--- config.mk ---
export PLATFORM = sky130hd
export DESIGN_NAME = uart_mmio_fifo
export DESIGN_NICKNAME = d
export VERILOG_FILES = /design/src/rtl/uart_mmio_pkg.sv /design/src/rtl/sync_fifo.sv /design/src/rtl/uart_mmio_fifo.sv
export SDC_FILE = /design/constraint.sdc
export NUM_CORES = 1
export LEC_CHECK = 0
export BUFFER_PORTS_ARGS = -buffer_cell sky130_fd_sc_hd__buf_4
export CORE_UTILIZATION = 60
export DETAILED_ROUTE_END_ITERATION = 8
export GPL_TIMING_DRIVEN = 0
export HOLD_SLACK_MARGIN = 0.05
export PLACE_DENSITY = 0.87
export SLEW_MARGIN = 20
export SYNTH_ARGS = -nofsm -noshare
export SYNTH_HDL_FRONTEND = slang
export SYNTH_SLANG_ARGS = --single-unit
--- constraint.sdc ---
create_clock -name clk -period 5.6 [get_ports clk]
set_input_delay 1.12 -clock clk [delete_from_list [all_inputs] [get_ports clk]]
set_output_delay 1.12 -clock clk [all_outputs]
set_load 0.005 [all_outputs]
--- src/rtl/uart_mmio_pkg.sv ---
// Shared constants for the UART MMIO bridge: register addresses, status bit
// positions and the TX sequencer state encoding.
package uart_mmio_pkg;

  localparam logic [31:0] PKG_TX_ADDR   = 32'hFF00_1000;
  localparam logic [31:0] PKG_RX_ADDR   = 32'hFF00_2000;
  localparam logic [31:0] PKG_STAT_ADDR = 32'hFF00_2004;

  localparam int STAT_RX_NONEMPTY = 0;
  localparam int STAT_TX_FULL     = 1;
  localparam int STAT_RX_OVF      = 2;
  localparam int STAT_TX_OVF      = 3;

  // Last busy-less WAIT cycle before the sequencer gives up on the handshake.
  localparam logic [1:0] TX_WAIT_LAST = 2'd1;

  typedef enum logic [1:0] {
    TX_IDLE = 2'd0,
    TX_SEND = 2'd1,
    TX_WAIT = 2'd2
  } tx_state_e;

endpackage

--- src/rtl/sync_fifo.sv ---
// Single-clock FIFO with a combinational head output. A pop on a full FIFO
// frees the slot for a push on the same edge; a pop on an empty FIFO is ignored.
module sync_fifo #(
  parameter int WIDTH = 8,
  parameter int DEPTH = 16
) (
  input  logic                     clk,
  input  logic                     rst_n,
  input  logic                     i_push,
  input  logic                     i_pop,
  input  logic [WIDTH-1:0]         i_din,
  output logic [WIDTH-1:0]         o_dout,
  output logic                     o_full,
  output logic                     o_empty,
  output logic [$clog2(DEPTH):0]   o_count
);

  localparam int AW = $clog2(DEPTH);
  localparam int CW = AW + 1;

  logic [WIDTH-1:0] r_mem [DEPTH];
  logic [AW-1:0]    r_wr_ptr;
  logic [AW-1:0]    r_rd_ptr;
  logic [CW-1:0]    r_count;
  logic             w_do_push;
  logic             w_do_pop;

  assign o_full    = (r_count == CW'(DEPTH));
  assign o_empty   = (r_count == '0);
  assign o_count   = r_count;
  assign o_dout    = r_mem[r_rd_ptr];
  assign w_do_pop  = i_pop && !o_empty;
  assign w_do_push = i_push && (!o_full || w_do_pop);

  // Storage is not reset; the pointers and count define what is valid.
  always_ff @(posedge clk) begin
    if (w_do_push) r_mem[r_wr_ptr] <= i_din;
  end

  always_ff @(posedge clk or negedge rst_n) begin
    if (!rst_n) begin
      r_wr_ptr <= '0;
      r_rd_ptr <= '0;
      r_count  <= '0;
    end else begin
      if (w_do_push) r_wr_ptr <= r_wr_ptr + 1'b1;
      if (w_do_pop)  r_rd_ptr <= r_rd_ptr + 1'b1;
      r_count <= r_count + {{(CW-1){1'b0}}, w_do_push} - {{(CW-1){1'b0}}, w_do_pop};
    end
  end

endmodule

--- src/rtl/uart_mmio_fifo.sv ---
// MMIO bridge between the datapath dmem port and the UART lite cores: TX/RX
// FIFOs, a sticky-overflow status register and a TX sequencer feeding txuartlite.
module uart_mmio_fifo
  import uart_mmio_pkg::*;
#(
  parameter int          FIFO_DEPTH = 16,
  parameter logic [31:0] TX_ADDR    = PKG_TX_ADDR,
  parameter logic [31:0] RX_ADDR    = PKG_RX_ADDR,
  parameter logic [31:0] STAT_ADDR  = PKG_STAT_ADDR
) (
  input  logic        clk,
  input  logic        rst_n,
  input  logic [31:0] addr_to_dmem,
  input  logic [31:0] store_data,
  input  logic [3:0]  store_we,
  input  logic        load_re,
  output logic [31:0] load_data,
  output logic        mmio_hit,
  output logic [7:0]  tx_data,
  output logic        tx_wr,
  input  logic        tx_busy,
  input  logic        rx_wr,
  input  logic [7:0]  rx_data
);

  localparam int CW = $clog2(FIFO_DEPTH) + 1;

  logic            w_wr, w_hit_tx, w_hit_rx, w_hit_stat;
  logic            w_tx_push, w_tx_pop, w_rx_pop;
  logic            w_tx_full, w_tx_empty, w_rx_full, w_rx_empty;
  logic [7:0]      w_tx_head, w_rx_head;
  logic [CW-1:0]   w_tx_count, w_rx_count;
  logic            w_tx_ovf_set, w_rx_ovf_set, w_stat_wr;
  logic            w_unused;
  tx_state_e       r_state, w_next;
  logic [7:0]      r_tx_data;
  logic            r_seen_busy;
  logic [1:0]      r_wait_cnt;
  logic            r_tx_ovf, r_rx_ovf;

  assign w_wr       = |store_we;
  assign w_hit_tx   = (addr_to_dmem == TX_ADDR);
  assign w_hit_rx   = (addr_to_dmem == RX_ADDR);
  assign w_hit_stat = (addr_to_dmem == STAT_ADDR);
  assign mmio_hit   = w_hit_tx || w_hit_rx || w_hit_stat;

  assign w_tx_push    = w_wr && w_hit_tx;
  assign w_rx_pop     = load_re && w_hit_rx && !w_rx_empty;
  assign w_stat_wr    = w_wr && w_hit_stat;
  assign w_tx_ovf_set = w_tx_push && w_tx_full && !w_tx_pop;
  assign w_rx_ovf_set = rx_wr && w_rx_full && !w_rx_pop;
  assign w_unused     = &{1'b0, store_data[31:8], w_tx_count, w_rx_count};

  sync_fifo #(.WIDTH(8), .DEPTH(FIFO_DEPTH)) u_tx_fifo (
    .clk(clk), .rst_n(rst_n), .i_push(w_tx_push), .i_pop(w_tx_pop),
    .i_din(store_data[7:0]), .o_dout(w_tx_head), .o_full(w_tx_full),
    .o_empty(w_tx_empty), .o_count(w_tx_count)
  );

  sync_fifo #(.WIDTH(8), .DEPTH(FIFO_DEPTH)) u_rx_fifo (
    .clk(clk), .rst_n(rst_n), .i_push(rx_wr), .i_pop(w_rx_pop),
    .i_din(rx_data), .o_dout(w_rx_head), .o_full(w_rx_full),
    .o_empty(w_rx_empty), .o_count(w_rx_count)
  );

  always_comb begin
    load_data = 32'd0;
    if (w_hit_rx && !w_rx_empty) begin
      load_data = {24'd0, w_rx_head};
    end else if (w_hit_stat) begin
      load_data[STAT_TX_OVF]      = r_tx_ovf;
      load_data[STAT_RX_OVF]      = r_rx_ovf;
      load_data[STAT_TX_FULL]     = w_tx_full;
      load_data[STAT_RX_NONEMPTY] = !w_rx_empty;
    end
  end

  // Sticky flags: a set on the same edge as a clear wins.
  always_ff @(posedge clk or negedge rst_n) begin
    if (!rst_n) begin
      r_tx_ovf <= 1'b0;
      r_rx_ovf <= 1'b0;
    end else begin
      if (w_tx_ovf_set)                              r_tx_ovf <= 1'b1;
      else if (w_stat_wr && store_data[STAT_TX_OVF]) r_tx_ovf <= 1'b0;
      if (w_rx_ovf_set)                              r_rx_ovf <= 1'b1;
      else if (w_stat_wr && store_data[STAT_RX_OVF]) r_rx_ovf <= 1'b0;
    end
  end

  always_comb begin
    w_next   = r_state;
    w_tx_pop = 1'b0;
    case (r_state)
      TX_IDLE: begin
        if (!w_tx_empty && !tx_busy) begin
          w_next   = TX_SEND;
          w_tx_pop = 1'b1;
        end
      end
      TX_SEND: w_next = TX_WAIT;
      TX_WAIT: begin
        // Frame done once busy was observed and dropped; give up if it never rose.
        if (r_seen_busy && !tx_busy) w_next = TX_IDLE;
        else if (!r_seen_busy && !tx_busy && r_wait_cnt == TX_WAIT_LAST) w_next = TX_IDLE;
      end
      default: w_next = TX_IDLE;
    endcase
  end

  always_ff @(posedge clk or negedge rst_n) begin
    if (!rst_n) begin
      r_state     <= TX_IDLE;
      r_tx_data   <= 8'd0;
      r_seen_busy <= 1'b0;
      r_wait_cnt  <= 2'd0;
    end else begin
      r_state <= w_next;
      if (w_tx_pop) r_tx_data <= w_tx_head;
      if (r_state == TX_WAIT && w_next == TX_WAIT) begin
        if (tx_busy) r_seen_busy <= 1'b1;
        r_wait_cnt <= r_wait_cnt + 2'd1;
      end else begin
        r_seen_busy <= 1'b0;
        r_wait_cnt  <= 2'd0;
      end
    end
  end

  assign tx_wr   = (r_state == TX_SEND);
  assign tx_data = r_tx_data;

endmodule

==> summary.txt, run 1 <==
Setup path
  • CP delay by family, top: simple AND/OR/NAND/NOR gates
  • Crit Path Class: in -> out
  • CP dominant cell by count: buf_4
  • Crit-path slowest cell: or3_4
  • CP Buf/Inv Count: 3
  • Crit path DAT: 3.02 ns
  • Worst Setup End Kind: output port
  • Setup crit start kind: input port
  • Critical Path Max Stage Delay: 0.41 ns
  • CP Cell Sequence: buf_4 -> nor4b_2 -> nand4_2 -> or2_0 -> buf_6 -> or3_4 -> nor2b_1 -> buf_4
  • Worst-path fanout max: 10
  • Worst Path Required: 4.48 ns

Clocking
  • Post-cts hold buffer count: 0
  • Clk sinks: 297
  • Reg clk slew, reported paths: 0.06 ns
  • H-tree Lvls: 1
  • CTS Buf Count: 28
  • Clk root buf: clkbuf_16
  • Post-CTS setup buffers: 0
  • CTS resizes: 0
  • CTS max path bufs: 3
  • TritonCTS clock tree: done
  • Skew-Pair Late Insertion Delay: 0.53 ns

Placement
  • Routability cong.: 0.797
  • Placed insts: 1043
  • Area after DPL: 13400 um^2
  • I/O Buffers: 73
  • DP HPWL: 17100 um

Synth
  • Ys Warns: 0
  • Synth Register Bits: 297
  • Seq/Total Area, Yosys: 0.702
  • Post-synth EDFFs: 256
  • Syn_area_per_cell: 18.3 um^2
  • Post-synthesis instance area: 12400 um^2
  • Synth cell types: 51
  • Post-synth top flop: edfxtp_1
  • FFs w/ async S/R, synth: 0.138
  • Cells after Synth: 677

Detailed routing
  • DRC viols: 0
  • Routed WL: 26400 um
  • Top layer in use: met4
  • Via/cell ratio: 6.02
  • Met2 wire length: 14200 um
  • Drt first-iter violations: 593
  • DRT antenna net count: 0
  • Metal1 wirelength: 9480 um
  • Drt wl/cell: 24.1 um
  • Metal3 WL: 1660 um
  • Vias: 6582
  • Drt first pass iters: 5

Run status
  • Status: complete, no violations

Power and ir drop
  • P_leak: 5.12 nW
  • Pwr per Cell Area: 410 nW/um^2
  • Total power: 5.87 mW
  • Worst vdd ir: 0.333 mV

STA
  • Setup TNS: 0 ns
  • Slew at the pin with the worst max-slew slack: 1.00 ns
  • Tmin final: 4.14 ns
  • WHS: 0.440 ns
  • RSZ-0062 raised after global routing: false
  • Post-route clock period utilization: 0.740
  • Final setup fails: 0
  • Peak Freq: 0.241 GHz
  • Slew Viols, Final: 0
  • Rel. slew slack: 0.330
  • Clock skew: 0.00914 ns
  • Final Hold Viols: 0

Floorplanning
  • Core area: 20200 um^2
  • Die Wd: 146 um
  • Die H: 146 um
  • Initial Util: 0.614
  • Die area: 21300 um^2
  • Top-Level Pins: 123
  • Row Count: 52

Global route
  • Pin count of the biggest net entering global routing: 42
  • Number of global-route vias before repair: 7119
  • Overall Global Routing Usage: 0.259
  • Overflow after GRT: 0
  • First-pass GRT wire length: 41000 um
  • Initial antenna violation count: 0

Layout
  • Area Overhead vs Synth: 15.3%
  • N_diodes: 0
  • Post-layout net count: 909
  • Design Area, Final: 14300 um^2
  • Finished Layout Cells: 1094
  • Fraction of layout cells with a size suffix above 1: 0.291

Flow run
  • Max_cap viols: 0

Min path
  • HP Class: reg -> reg
==> cell families (layout without fill, tap and decap cells) <==
group,after synthesis,in the layout,share of synthesized area
AOI/OAI and AO/OA,31,31,0.0190
xor gates and xnor gates,20,20,0.0141
adders and majority gates,25,25,0.0264
buffers and inverters,84,208,0.0361
DFF,297,297,0.702
muxes,86,86,0.139
other,1,24,0.000302
and+or+nand+nor,133,133,0.0633
==> power breakdown <==
group	switching, mW	leakage, nW	internal, mW
Combinational	0.722	1.87	0.583
Sequential	0.107	2.81	2.62
Clock	0.785	0.443	1.06
==> layout make-up <==
type	count	area [um^2]
Inverter	33	124
Tap cell	270	338
Sequential cell	297	8710
Clock buffer	36	772
Clock inverter	15	121
Multi-Input combinational cell	319	3380
Timing Repair Buffer	73	548
Fill cell	1188	5910
Buffer	51	324
==> worst register-to-register path, stage by stage (launching register included) <==
cell and delay (ns):
dfrtp_1 0.40, inv_1 0.10, ha_1 0.14, or3b_1 0.42, o21ai_1 0.28, inv_1 0.20
ha_1 0.35, inv_1 0.07, ha_1 0.18, inv_1 0.07, fa_1 0.44, inv_1 0.07
a21oi_1 0.07, nor2_1 0.13, nor2_1 0.07, xnor2_1 0.13
==> cells in the mapped netlist, drive strengths merged, types with 2 or more instances <==
library cell    n  share of area
ha             23          0.023
nor2           34          0.010
nor3           14         0.0066
and4b           2         0.0016
and2           10         0.0050
inv            33          0.010
nand3b          2         0.0012
nor4            4         0.0054
nand4b          2         0.0014
buf            39          0.022
nand4           5         0.0042
fa              2         0.0032
dfrtp          41          0.083
clkbuf         12         0.0036
mux4           69           0.13
xor2            4         0.0028
nor4b           3         0.0031
nand2b          6         0.0030
edfxtp        256           0.62
nand2          25         0.0076
nor2b          10         0.0050
nand3           9         0.0036
mux2i          16          0.013
a22oi           7         0.0042
xnor2          16          0.011
a21o            2         0.0012
o221ai          8         0.0056
a21oi           4         0.0016
o21ai           6         0.0024
==> layer usage <==
layer,vias up,GRT usage
li1,2841,-
met1,3336,0.315
met2,321,0.463
met3,84,0.0420
met4,0,0.103
met5,-,0
==> metrics by stage <==
step / setup WS (ns) / utilization
after floorplan: 1.96 / -
after global placement: 1.49 / 0.662
after detailed placement: 1.47 / 0.664
after CTS: 1.42 / 0.708
after global routing: 1.34 / 0.708
final: 1.46 / 0.708
==> final timing paths <==
kind                                                start                                end  slack (ns)  cells past startpoint
setup / recovery                         addr_to_dmem[20]                       load_data[6]        1.46                      8
hold / removal                    r_wait_cnt[0]$_DFF_PN0_            r_wait_cnt[0]$_DFF_PN0_        0.44                      1
max in group asynchronous                           rst_n  u_rx_fifo.r_rd_ptr[2]$_DFFE_PN0P_        4.65                      1
min in group asynchronous                           rst_n  u_tx_fifo.r_rd_ptr[2]$_DFFE_PN0P_        0.57                      1
hold reg to reg                   r_wait_cnt[0]$_DFF_PN0_            r_wait_cnt[0]$_DFF_PN0_        0.44                      1
setup reg to reg           u_tx_fifo.o_count[3]$_DFF_PN0_     u_tx_fifo.o_count[4]$_DFF_PN0_        2.37                     15
==> cells in the final DEF (no fill, tap or decap), types with 16 or more instances in the layout <==
cell type / netlist / routed
mux4_2: 69 / 69
edfxtp_1: 256 / 256
clkbuf_1: 12 / 17
dfrtp_1: 41 / 41
nand2_1: 25 / 25
nor2_1: 34 / 34
xnor2_1: 16 / 16
buf_4: 25 / 98
clkbuf_16: 0 / 29
inv_1: 33 / 33
mux2i_1: 16 / 16
conb_1: 1 / 24
ha_1: 23 / 23
==> sequential cells by signal, summed over array words and instances (netlist names) <==
name                flops
u_rx_fifo.r_mem       128
u_tx_fifo.r_mem       128
tx_data                 8
u_rx_fifo.o_count       5
u_tx_fifo.o_count       5
u_rx_fifo.r_rd_ptr      4
u_rx_fifo.r_wr_ptr      4
u_tx_fifo.r_rd_ptr      4
u_tx_fifo.r_wr_ptr      4
r_state                 2
r_wait_cnt              2
r_rx_ovf                1
r_seen_busy             1
r_tx_ovf                1
(Power assumes the default switching activity.)
==> inputs of run 2 (changes only) <==
- CORE_UTILIZATION: 60 -> 59
- PLACE_DENSITY: 0.87 -> 0.86
- clock period: 5.6 -> 4.2 ns (I/O delays scaled with it)
==> run 2 against run 1 <==
Net effect:
- first-iteration DRC count decreased by 18%
- largest power group unchanged
- sequential power increased by 33%
- critical endpoint is now load_data[2]
- routed wire length is 3.2% lower
- critical path depth unchanged
- total power grew 36%
==> summary.txt, run 2 (same netlist as run 1, synthesis figures left out) <==
Run status
  • Status: complete, no violations

Clocking
  • CTS Buf Count: 28
  • Reg clk slew, reported paths: 0.06 ns
  • Skew-Pair Late Insertion Delay: 0.54 ns
  • TritonCTS clock tree: done
  • H-tree Lvls: 1
  • Clk sinks: 297
  • Post-CTS setup buffers: 0
  • Post-cts hold buffer count: 0
  • Clk root buf: clkbuf_16
  • CTS resizes: 0
  • CTS max path bufs: 3

Setup path
  • Setup crit start kind: flip-flop
  • Worst Setup End Kind: output port
  • CP Cell Sequence: clkbuf_1 -> clkbuf_1 -> mux4_2 -> a22oi_1 -> nand3_1 -> a22oi_1 -> nor2_1 -> buf_4
  • Worst-path fanout max: 10
  • Crit-path slowest cell: clkbuf_1
  • Worst Path Required: 3.36 ns
  • Critical Path Max Stage Delay: 0.56 ns
  • Crit path DAT: 2.99 ns
  • Crit Path Class: reg -> out

Detailed routing
  • Drt first-iter violations: 485
  • Vias: 6514
  • DRT antenna net count: 0
  • Drt first pass iters: 5
  • Routed WL: 25500 um
  • DRC viols: 0
  • Drt wl/cell: 23.3 um
  • Via/cell ratio: 5.94

STA
  • Final Hold Viols: 0
  • RSZ-0062 raised after global routing: false
  • Peak Freq: 0.261 GHz
  • Setup ws final: 0.365 ns
  • Tmin final: 3.83 ns
  • Clock skew: 0.00942 ns
  • Slew at the pin with the worst max-slew slack: 1.12 ns
  • Post-route clock period utilization: 0.913
  • Setup TNS: 0 ns
  • Final setup fails: 0
  • Rel. slew slack: 0.250
  • WHS: 0.278 ns
  • Slew Viols, Final: 0

Power and ir drop
  • Comb pwr share: 0.217
  • Clock share of power: 0.329
  • Switch share: 0.268
  • Worst vdd ir: 0.423 mV
  • Reg power frac: 0.454
  • Total power: 7.99 mW
  • P_leak: 5.16 nW
  • Net Sw Power: 2.14 mW
  • Pwr per Cell Area: 554 nW/um^2
  • Internal power: 5.85 mW

Layout
  • Storage element area: 8710 um^2
  • Design Area, Final: 14400 um^2
  • Commonest non-fill, non-tap cell in the layout: edfxtp_1
  • Most frequent cells in the layout: 256 x edfxtp_1, 99 x buf_4, 69 x mux4_2, 41 x dfrtp_1, 34 x nor2_1
  • Fraction of layout cells with a size suffix above 1: 0.294
  • Area Overhead vs Synth: 16.0%
  • N_diodes: 0
  • Post-layout net count: 910
  • Multi-input gate area: 3380 um^2
  • Fill cell count: 1224

Global route
  • Initial antenna violation count: 0
  • Overall Global Routing Usage: 0.247
  • First-pass GRT wire length: 39500 um
  • Number of global-route vias before repair: 6948
  • Overflow after GRT: 0
  • Pin count of the biggest net entering global routing: 42

Floorplanning
  • Die Wd: 147 um
  • Row Count: 52
  • Die area: 21600 um^2
  • Core area: 20400 um^2
  • Die H: 147 um
  • Initial Util: 0.608
  • Top-Level Pins: 123

Placement
  • Setup Slack @ Placement: 0.506 ns
  • DP HPWL: 16700 um
  • Routability cong.: 0.842
  • I/O Buffers: 73
  • Area after DPL: 13400 um^2

Flow run
  • Max_cap viols: 0

Min path
  • HP Class: in -> async
==> run 2: per-layer routing <==
layer,GRT usage,vias up,wire [um]
li1,-,2836,-
met1,0.313,3315,9580
met2,0.428,299,13500
met3,0.0422,64,1630
met4,0.0954,0,791
met5,0,-,0
==> run 2: power groups by stage <==
stage | Clock, mW | Sequential [mW] | Combinational [mW]
2_1_floorplan | 0 | 3.64 | 1.19
3_3_place_gp | 0 | 3.65 | 1.60
3_5_place_dp | 0 | 3.68 | 1.70
4_1_cts | 2.65 | 3.62 | 1.75
5_1_grt | 2.76 | 3.64 | 1.89
6_report | 2.63 | 3.62 | 1.74
==> run 2: stage by stage <==
| step | utilization | cells |
|---|---|---|
| after floorplan | - | 700 |
| after global placement | 0.655 | 1043 |
| after detailed placement | 0.657 | 1044 |
| after CTS | 0.704 | 1096 |
| after global routing | 0.705 | 1096 |
| final | 0.705 | 1096 |
==> run 2: path summary, 6_finish.rpt <==
kind                                                   start                                end  slack (ns)  cells past startpoint
setup / recovery           u_rx_fifo.r_rd_ptr[2]$_DFFE_PN0P_                       load_data[2]        0.37                      8
hold / removal                                         rst_n  u_tx_fifo.r_rd_ptr[3]$_DFFE_PN0P_        0.28                      1
setup reg to reg              u_tx_fifo.o_count[3]$_DFF_PN0_     u_tx_fifo.o_count[4]$_DFF_PN0_        1.07                     15
hold reg to reg                      r_wait_cnt[0]$_DFF_PN0_            r_wait_cnt[0]$_DFF_PN0_        0.47                      1
max in group asynchronous                              rst_n  u_tx_fifo.r_wr_ptr[0]$_DFFE_PN0P_        3.55                      1
min in group clk                     r_wait_cnt[0]$_DFF_PN0_            r_wait_cnt[0]$_DFF_PN0_        0.47                      1
==> run 2: layout make-up <==
| type | instances | share of cell area |
|---|---|---|
| Sequential cell | 297 | 0.605 |
| Multi-Input combinational cell | 319 | 0.235 |
| Clock buffer | 37 | 0.0531 |
| Timing Repair Buffer | 74 | 0.0386 |
| Tap cell | 270 | 0.0234 |
| Buffer | 51 | 0.0225 |
| Clock inverter | 15 | 0.0143 |
| Inverter | 33 | 0.00860 |
==> run 2: worst max-delay path, delay by kind of cell, from the launching register on <==
family	cells	cell delay, ns
flip-flops	1	0.33
multiplexers	1	0.41
AO/OA/AOI/OAI	2	0.41
AND/OR/NAND/NOR	2	0.22
buffers and inverters	3	1.08
==> inputs of run 3 (changes only) <==
- CORE_UTILIZATION: 59 -> 60
- CTS_BUF_LIST: default -> sky130_fd_sc_hd__clkbuf_4
- PLACE_DENSITY: 0.86 -> 0.87
==> run 3 against run 2 <==
Net effect:
- via count up 3.9%
- non-clock buffer count is 1 lower
- register-to-register slack got worse by 0.03 ns
- hold slack worse by 0.11 ns
- largest cell class unchanged
- highest routed layer unchanged
==> summary.txt, run 3 (same netlist as run 1, synthesis figures left out) <==
Clocking
  • H-tree Lvls: 3
  • Clk root buf: clkbuf_4
  • Skew-Pair Late Insertion Delay: 0.66 ns
  • Reg clk slew, reported paths: 0.06 ns
  • TritonCTS clock tree: done
  • Post-cts hold buffer count: 0
  • Post-CTS setup buffers: 0
  • CTS Buf Count: 73
  • CTS max path bufs: 3
  • CTS resizes: 0
  • Clk sinks: 297

Floorplanning
  • Die Wd: 146 um
  • Core area: 20200 um^2
  • Row Count: 52
  • Initial Util: 0.614
  • Die area: 21300 um^2
  • Top-Level Pins: 123
  • Die H: 146 um

Run status
  • Status: complete, no violations

Global route
  • Number of global-route vias before repair: 7391
  • Overall Global Routing Usage: 0.247
  • Overflow after GRT: 0
  • Initial antenna violation count: 1
  • First-pass GRT wire length: 39400 um
  • Pin count of the biggest net entering global routing: 42

Layout
  • Area Overhead vs Synth: 15.3%
  • Fraction of layout cells with a size suffix above 1: 0.348
  • Design Area, Final: 14300 um^2
  • Multi-input gate area: 3380 um^2
  • Most frequent cells in the layout: 256 x edfxtp_1, 105 x clkbuf_4, 98 x buf_4, 69 x mux4_2, 41 x dfrtp_1
  • Post-layout net count: 954
  • Commonest non-fill, non-tap cell in the layout: edfxtp_1
  • Storage element area: 8710 um^2
  • Fill cell count: 1213

Flow run
  • Max_cap viols: 0

Power and ir drop
  • Switch share: 0.284
  • Worst vdd ir: 0.370 mV
  • Pwr per Cell Area: 529 nW/um^2
  • P_leak: 5.21 nW
  • Reg power frac: 0.479
  • Comb pwr share: 0.224
  • Total power: 7.56 mW
  • Internal power: 5.41 mW
  • Clock share of power: 0.297
  • Net Sw Power: 2.15 mW

Placement
  • DP HPWL: 17100 um
  • Setup Slack @ Placement: 0.438 ns
  • Area after DPL: 13400 um^2
  • I/O Buffers: 73
  • Routability cong.: 0.797

Detailed routing
  • DRC viols: 0
  • Drt wl/cell: 21.3 um
  • Routed WL: 24900 um
  • Drt first pass iters: 5
  • Vias: 6766
  • Via/cell ratio: 5.78
  • DRT antenna net count: 0
  • Drt first-iter violations: 509

Setup path
  • Setup crit start kind: flip-flop
  • Worst Path Required: 3.36 ns
  • Worst Setup End Kind: output port
  • Crit Path Class: reg -> out
  • Worst-path fanout max: 10
  • Crit path DAT: 3.16 ns

STA
  • Peak Freq: 0.250 GHz
  • Final setup fails: 0
  • WHS: 0.169 ns
  • Setup TNS: 0 ns
  • Clock skew: 0.0347 ns
  • Rel. slew slack: 0.369
  • Slew at the pin with the worst max-slew slack: 0.943 ns
  • Post-route clock period utilization: 0.953
  • Setup ws final: 0.199 ns
  • Tmin final: 4.00 ns
  • RSZ-0062 raised after global routing: false
  • Final Hold Viols: 0
  • Slew Viols, Final: 0

Min path
  • HP Class: in -> async
[run 3: power groups by stage]
stage	logic (mW)	clock network, mW	registers (mW)
final	1.69	2.24	3.63
after global routing	1.86	2.42	3.65
after CTS	1.70	2.28	3.63
after global placement	1.58	0	3.66
after detailed placement	1.70	0	3.69
after floorplan	1.19	0	3.64
[run 3: metal layers]
| layer | vias to the layer above | global-route usage | wire, um |
|---|---|---|---|
| met2 | 314 | 0.426 | 13400 |
| met4 | 0 | 0.129 | 809 |
| met3 | 70 | 0.0536 | 1610 |
| li1 | 2985 | - | - |
| met5 | - | 0 | 0 |
| met1 | 3397 | 0.294 | 9100 |
[run 3: area by class of cell]
cell class / count / area share
sequential: 297 / 0.609
multi-input combinational: 319 / 0.236
clock buffer: 105 / 0.0551
timing repair buffer: 73 / 0.0383
tap: 270 / 0.0236
buffer: 51 / 0.0226
inverter: 33 / 0.00866
clock inverter: 21 / 0.00638
antenna: 1 / 0.000175
[run 3: path summary, 6_finish.rpt]
path | startpoint | endpoint | slack, ns | depth (start not counted)
setup / recovery | u_rx_fifo.r_rd_ptr[2]$_DFFE_PN0P_ | load_data[2] | 0.20 | 8
hold / removal | rst_n | tx_data[7]$_DFFE_PN0N_ | 0.17 | 1
setup reg to reg | u_tx_fifo.o_count[3]$_DFF_PN0_ | u_tx_fifo.o_count[4]$_DFF_PN0_ | 1.04 | 15
hold reg to reg | r_wait_cnt[0]$_DFF_PN0_ | r_wait_cnt[0]$_DFF_PN0_ | 0.44 | 1
max in group asynchronous | rst_n | tx_data[5]$_DFFE_PN0N_ | 3.63 | 1
min in group clk | tx_busy | r_seen_busy$_DFFE_PN0P_ | 0.43 | 2
[run 3: metrics by stage]
stage           util  instances
6_report       0.707       1170
2_1_floorplan      -        700
3_3_place_gp   0.662       1043
4_1_cts        0.707       1169
5_1_grt        0.707       1170
3_5_place_dp   0.664       1043
[run 3: worst max-delay path, cell delays in order, from the launching register on]
cell and delay [ns]:
dfrtp_1 0.33, clkbuf_1 0.34, clkbuf_1 0.60, mux4_2 0.42, a22oi_1 0.19, nand3_1 0.20
a22oi_1 0.22, nor2_1 0.07, buf_4 0.13
